[src/rtl/wb_port_arbiter.sv]
// Purpose : round-robin arbiter sharing one register-file write port between ALU and load writeback, with a RAW scoreboard.
// Latency : 1 cycle; the transfer edge loads wb_*, and the register file commits on the following edge.
// Backpress: ready is withheld only from the loser of a contention; a stalled requester holds valid/rd/data until ready.
// Optional : define WBARB_FORWARD_EN to add rs/rt forwarding outputs from the uncommitted output register.
module wb_port_arbiter #(
  parameter int DATA_W = 32,
  parameter int ADDR_W = 5
) (
  input  logic              clock,
  input  logic              reset,
  input  logic              alu_valid,
  output logic              alu_ready,
  input  logic [ADDR_W-1:0] alu_rd,
  input  logic [DATA_W-1:0] alu_data,
  input  logic              mem_valid,
  output logic              mem_ready,
  input  logic [ADDR_W-1:0] mem_rd,
  input  logic [DATA_W-1:0] mem_data,
  input  logic              issue_valid,
  input  logic [ADDR_W-1:0] issue_rd,
  input  logic [ADDR_W-1:0] rs_addr,
  input  logic [ADDR_W-1:0] rt_addr,
  output logic              rs_busy,
  output logic              rt_busy,
  output logic              wb_en,
  output logic [ADDR_W-1:0] wb_rd,
  output logic [DATA_W-1:0] wb_data
`ifdef WBARB_FORWARD_EN
  ,
  output logic              rs_fwd_hit,
  output logic              rt_fwd_hit,
  output logic [DATA_W-1:0] rs_fwd_data,
  output logic [DATA_W-1:0] rt_fwd_data
`endif
);

  localparam int NREG = 1 << ADDR_W;

  typedef struct packed {
    logic [ADDR_W-1:0] rd;
    logic [DATA_W-1:0] data;
  } wb_req_t;

  logic            last;        // 0 = ALU granted last, 1 = MEM granted last
  logic            alu_fire;
  logic            mem_fire;
  logic            any_fire;
  logic            grant_wr;    // granted request targets a real register
  wb_req_t         alu_req;
  wb_req_t         mem_req;
  wb_req_t         grant_req;
  logic [NREG-1:0] busy;
  logic [NREG-1:0] busy_nxt;

  assign alu_req = '{rd: alu_rd, data: alu_data};
  assign mem_req = '{rd: mem_rd, data: mem_data};

  // Ready depends only on the other requester and the pointer, never on own valid.
  // Under contention exactly one side is ready, so at most one transfer per edge.
  assign alu_ready = !mem_valid || last;
  assign mem_ready = !alu_valid || !last;

  assign alu_fire = alu_valid && alu_ready;
  assign mem_fire = mem_valid && mem_ready;
  assign any_fire = alu_fire || mem_fire;

  // Select the winning request for the output register and scoreboard clear.
  always_comb begin
    grant_req = alu_req;
    if (mem_fire) begin
      grant_req = mem_req;
    end
  end

  assign grant_wr = any_fire && (grant_req.rd != '0);

  // Round-robin pointer follows whichever side transferred; reset favours ALU.
  always_ff @(posedge clock or posedge reset) begin
    if (reset) begin
      last <= 1'b1;
    end else if (mem_fire) begin
      last <= 1'b1;
    end else if (alu_fire) begin
      last <= 1'b0;
    end
  end

  // Output register: pulse wb_en per accepted write, hold address/data otherwise.
  // Writes to register 0 are accepted upstream but never qualified here.
  always_ff @(posedge clock or posedge reset) begin
    if (reset) begin
      wb_en   <= 1'b0;
      wb_rd   <= '0;
      wb_data <= '0;
    end else begin
      wb_en <= grant_wr;
      if (any_fire) begin
        wb_rd   <= grant_req.rd;
        wb_data <= grant_req.data;
      end
    end
  end

  // Scoreboard next state: clear on writeback, then set on issue so a new
  // producer of the same register stays outstanding; register 0 never busy.
  always_comb begin
    busy_nxt = busy;
    if (grant_wr) begin
      busy_nxt[grant_req.rd] = 1'b0;
    end
    if (issue_valid && (issue_rd != '0)) begin
      busy_nxt[issue_rd] = 1'b1;
    end
    busy_nxt[0] = 1'b0;
  end

  // Scoreboard register; reset discards all outstanding writes.
  always_ff @(posedge clock or posedge reset) begin
    if (reset) begin
      busy <= '0;
    end else begin
      busy <= busy_nxt;
    end
  end

  assign rs_busy = busy[rs_addr];
  assign rt_busy = busy[rt_addr];

`ifdef WBARB_FORWARD_EN
  // The output register holds a value the register file has not committed yet.
  assign rs_fwd_hit  = wb_en && (wb_rd == rs_addr);
  assign rt_fwd_hit  = wb_en && (wb_rd == rt_addr);
  assign rs_fwd_data = rs_fwd_hit ? wb_data : '0;
  assign rt_fwd_data = rt_fwd_hit ? wb_data : '0;
`endif

endmodule
[config.mk]
export PLATFORM = sky130hd
export DESIGN_NAME = wb_port_arbiter
export DESIGN_NICKNAME = d
export VERILOG_FILES = /design/src/rtl/wb_port_arbiter.sv
export SDC_FILE = /design/constraint.sdc
export NUM_CORES = 1
export LEC_CHECK = 0
export BUFFER_PORTS_ARGS = -buffer_cell sky130_fd_sc_hd__buf_2
export CAP_MARGIN = 20
export CORE_UTILIZATION = 25
export CTS_CLUSTER_SIZE = 14
export DETAILED_ROUTE_END_ITERATION = 12
export PLACE_DENSITY = 0.52
export SETUP_SLACK_MARGIN = 0.4
export SLEW_MARGIN = 5
export SYNTH_ARGS = -nofsm -noshare
export SYNTH_HDL_FRONTEND = slang
export SYNTH_SLANG_ARGS = --single-unit
[constraint.sdc]
create_clock -name clock -period 2.8 [get_ports clock]
set_input_delay 0.42 -clock clock [delete_from_list [all_inputs] [get_ports clock]]
set_output_delay 0.42 -clock clock [all_outputs]
set_load 0.005 [all_outputs]
==> Yosys cells after proc, flatten, opt, wreduce, memory -nomap -nowiden <==
Index checks and enable logic that the tools add are counted.
Widths: inputs -> output; s select.
{ "classes": {"magnitude_cmp": 6, "muxes": 13, "n_bitwise": 3, "reduce_logical": 15} }
{ "ops": {"columns": ["cell", "n"], "rows": [
  ["$mux 32", 2],
  ["$mux 37", 1],
  ["$and 32x32->32", 1],
  ["$not 32->32", 1],
  ["$or 32x32->32", 1],
  ["$lt 5x6->1 const B", 4],
  ["$bmux 1 s5", 2],
  ["$demux 1 s5", 2],
  ["$ge 5x1->1 const B", 2],
  ["$reduce_bool 5->1", 2],
  ["$logic_and 1x1->1", 6],
  ["$mux 1", 6],
  ["$logic_not 1->1", 3],
  ["$logic_or 1x1->1", 3],
  ["$reduce_bool 2->1", 1]
]} }
{ "word_totals": {"register_bits": 70, "output_inout_bits": 42} }

==> Longest topological paths before layout <==
{ "logic_depth": {"word_depth": 13, "ltp_mapped": 6} }

==> Least setup slack after synthesis <==
Ideal clock, no wire load.
{ "synth_path": {"path_type": "input to output", "from": "input rs_addr[0]", "to": "output rs_busy", "arrival_time_ns": 1.552, "t_required_ns": 2.380, "path_slack_ns": 0.828, "stages": 5, "path_buffers": 1, "cell_sequence": "clkbuf_1 mux4_2 nand2b_1 o211ai_1 nand4_1"} }
{ "synth_between": {"elab_chain_len": 2} }
{ "synth_rtl": {"columns": ["item", "line", "text"], "rows": [
  ["start, declared", "21", "input logic [ADDR_W-1:0] rs_addr,"],
  ["$bmux 1 s5", "126", "assign rs_busy = busy[rs_addr];"],
  ["$mux 1 (implied by the code)", "126", null],
  ["end, declared", "23", "output logic rs_busy,"]
]} }
Every way passes these cells. The select of a mux whose other input is x is not followed.

==> Worst setup path after layout <==
{ "layout_path": {"from": "register busy[23]", "to": "output rs_busy"} }
{ "layout_between": {"elab_chain_len": 2} }
{ "layout_rtl": {"columns": ["item", "line", "text"], "rows": [
  ["start, declared", "52", "logic [NREG-1:0] busy;"],
  ["start signal, assigned", "122", "busy <= busy_nxt;"],
  ["$bmux 1 s5", "126", null],
  ["$mux 1 (implied by the code)", "126", null]
]} }
Every way passes these cells. The select of a mux whose other input is x is not followed.

==> flow_summary.ini <==
[status]
outcome = completed

[grt]
grt_pass1_vias = 3618
gr-usage-all-layers_pct = 15.5
grt_max_degree = 41
grt_pass1_wl_mm = 18.9
grt_antenna_before_repair = 2
gr-total-overflow = 0

[timing]
setup_viol = 0
clock.fmax_ghz = 0.457
fin_crit_ps = 2190
fin_skew_ps = 3.47
tns_ps = 0
post-route-period-util_pct = 78.2
slew_headroom_pct = 48.6
grt_setup_unrepaired = false
worstMarginPinSlew_ps = 770
hold_viol = 0
slew_viol_final = 0

[pwr]
p_leak_nw = 2.22
totalPowerFinal_mw = 3.32
ir_worst_vdd_v = 0.000273
power-per-cell-area_nw_per_um2 = 670

[worst_setup_path]
critPathKind = register to output port
crit_path_start = busy[23]$_DFF_PP0_
critical_path.endpoint = rs_busy
r2r-start = last$_DFFE_PP1P_
r2r_cells = 4
worstPathRequired_ps = 2380
worstPathMaxFanout = 3
reg2reg_slack_ps = 750
arrival_ps = 1770
crit_path_end_kind = output port
worst_r2r_endpoint = busy[6]$_DFF_PP0_
cp-start-kind = register

[route]
drc_errors = 0
num_vias = 3623
drt-total-wl_mm = 11.6
drtIter0Drc = 200
first_pass_iters = 5
vias_per_cell = 5.09
ant_nets = 0
routedWlPerCell_um = 16.4

[floorplanning]
coreArea_um2 = 14600
start_util_pct = 25.7
die-width_um = 124
die_y_um = 124
dieArea_um2 = 15500
ios = 136
rows = 44

[yosys]
async_reset_ff_share_pct = 100
ys.flop_type = dfrtp_1
yosysWarnings = 0
synth_area_leader_cell = dfrtp_1
syn_avg_cell_area_um2 = 9.61
synth_cell_types = 35
syn_nets = 484
synth_area_um2 = 3750
synth_top_area_share_pct = 46.1
synth_edf_count = 0
synth_top_cells_by_area = dfrtp_1 (46%), nor2_1 (7.8%), mux2i_1 (7.7%), o41ai_1 (7.2%), o22ai_1 (5.3%)
yosysSeqAreaShare_pct = 46.8
ys_ff_latch = 70
synthesis.instances = 390

[run]
drv_cap = 0

[cells_and_area]
final_util_pct = 33.9
syn_to_final_growth_pct = 32.0
finish.instance_area_um2 = 4950
nets = 616
drive_gt1_share_pct = 33.5
final_cells = 712

[clock_network]
htree_levels = 3
cts_buffers = 9
cts_tree = yes
postCtsSetupBuffers = 0
cts.sinks = 70
cts_resized = 0
path_clk_slew_ps = 60
clockBufferDepth = 2
clock-root-buffer = clkbuf_16
hold_buffers = 0
clkLatencyLatePin_ps = 330

[place]
dpl-instance-area_um2 = 4630
hpwlAfterDp_mm = 8.61
io_buffers = 135
post-place-cells = 695
routabilityCongestion = 0.823

[worst_hold_path]
hold_path.class = primary input to async pin
==> layout make-up <==
cell class              count  area [um^2]
clock inverters             6         86.3
diodes                      2         5.00
inverters                   4         15.0
clock buffers               9          225
fillers                  1546         9640
well taps                 184          230
flip-flops and latches     70         1750
multi-input cells         291         1860
repair buffers            146          771
==> cell families after synthesis <==
kind of cell           synth area share, %
AND/OR/NAND/NOR                       16.4
AO/OA/AOI/OAI                         20.8
flip-flops                            46.8
multiplexers                          12.5
buffers and inverters                 3.61
==> power by group <==
group | internal [mW] | switching [mW]
sequential | 1.21 | 0.172
clock | 0.774 | 0.433
combinational | 0.358 | 0.371
==> layout by cell type (no fill, tap or decap), types with 2 or more instances in the layout <==
cell and instances:
clkbuf_16 9, o41ai_1 31, o31ai_1 2, nor2_1 77, bufinv_16 2, a21oi_1 7, o21ai_0 34, mux2i_1 29
o22ai_1 32, buf_4 10, nand2b_1 6, diode_2 2, inv_1 3, o2111ai_1 2, nand3_1 11, buf_2 135
dfrtp_1 69, mux2_4 2, nor2b_1 12, nand2_1 17, a22oi_1 4, nand3b_1 3, mux4_2 6, o211ai_1 2
a211oi_1 2, clkinv_2 2, nand4_1 2
==> critical path, cell delays in order, from the launching register on <==
cell and delay, ps:
dfrtp_1 420, mux4_2 480, nand2b_1 160, o2111ai_1 120, nand4_1 120, buf_2 150
==> metal layers <==
layer  vias up  wire, um  global-route usage (%)
met2       150      5500                    25.3
met5         -         0                       0
li1       1721         -                       -
met4         0       134                    4.82
met3         9       862                    4.81
met1      1743      5150                    19.4
==> state kept, by name (all words and copies together), names as in the netlist <==
register and cells:
wb_data 32, busy 31, wb_rd 5, last 1
wb_en 1
==> metrics by stage <==
stage | hold WS, ps | worst slack [ps]
2_1_floorplan | 462 | 613
3_3_place_gp | 463 | 723
3_5_place_dp | 466 | 664
4_1_cts | 268 | 603
5_1_grt | 316 | 553
6_report | 229 | 611
==> synth_stat cells, drive strengths merged (2+ instances only) <==
master	number
nand3	11
a211oi	2
o31ai	2
inv	4
o41ai	31
nand4	2
nor2b	12
nand2	17
mux4	6
o2111ai	2
nand2b	6
buf	8
a22oi	4
mux2	3
nor2	78
dfrtp	69
o21ai	34
nand3b	3
mux2i	29
clkbuf	17
a21oi	7
o211ai	2
o22ai	32
==> how the worst min path moves through the flow <==
stage / cells after the start / startpoint / slack, ps / end
detailed placement: 2 / wb_rd[1]$_DFFE_PP0P_ / 470 / wb_rd[1]$_DFFE_PP0P_
floorplan: 2 / last$_DFFE_PP1P_ / 460 / last$_DFFE_PP1P_
CTS: 2 / reset / 270 / wb_data[29]$_DFFE_PP0P_
global route: 2 / reset / 320 / wb_data[26]$_DFFE_PP0P_
finish: 2 / reset / 230 / wb_data[26]$_DFFE_PP0P_
global placement: 2 / wb_rd[1]$_DFFE_PP0P_ / 460 / wb_rd[1]$_DFFE_PP0P_
Power figures use the tool's default switching activity.
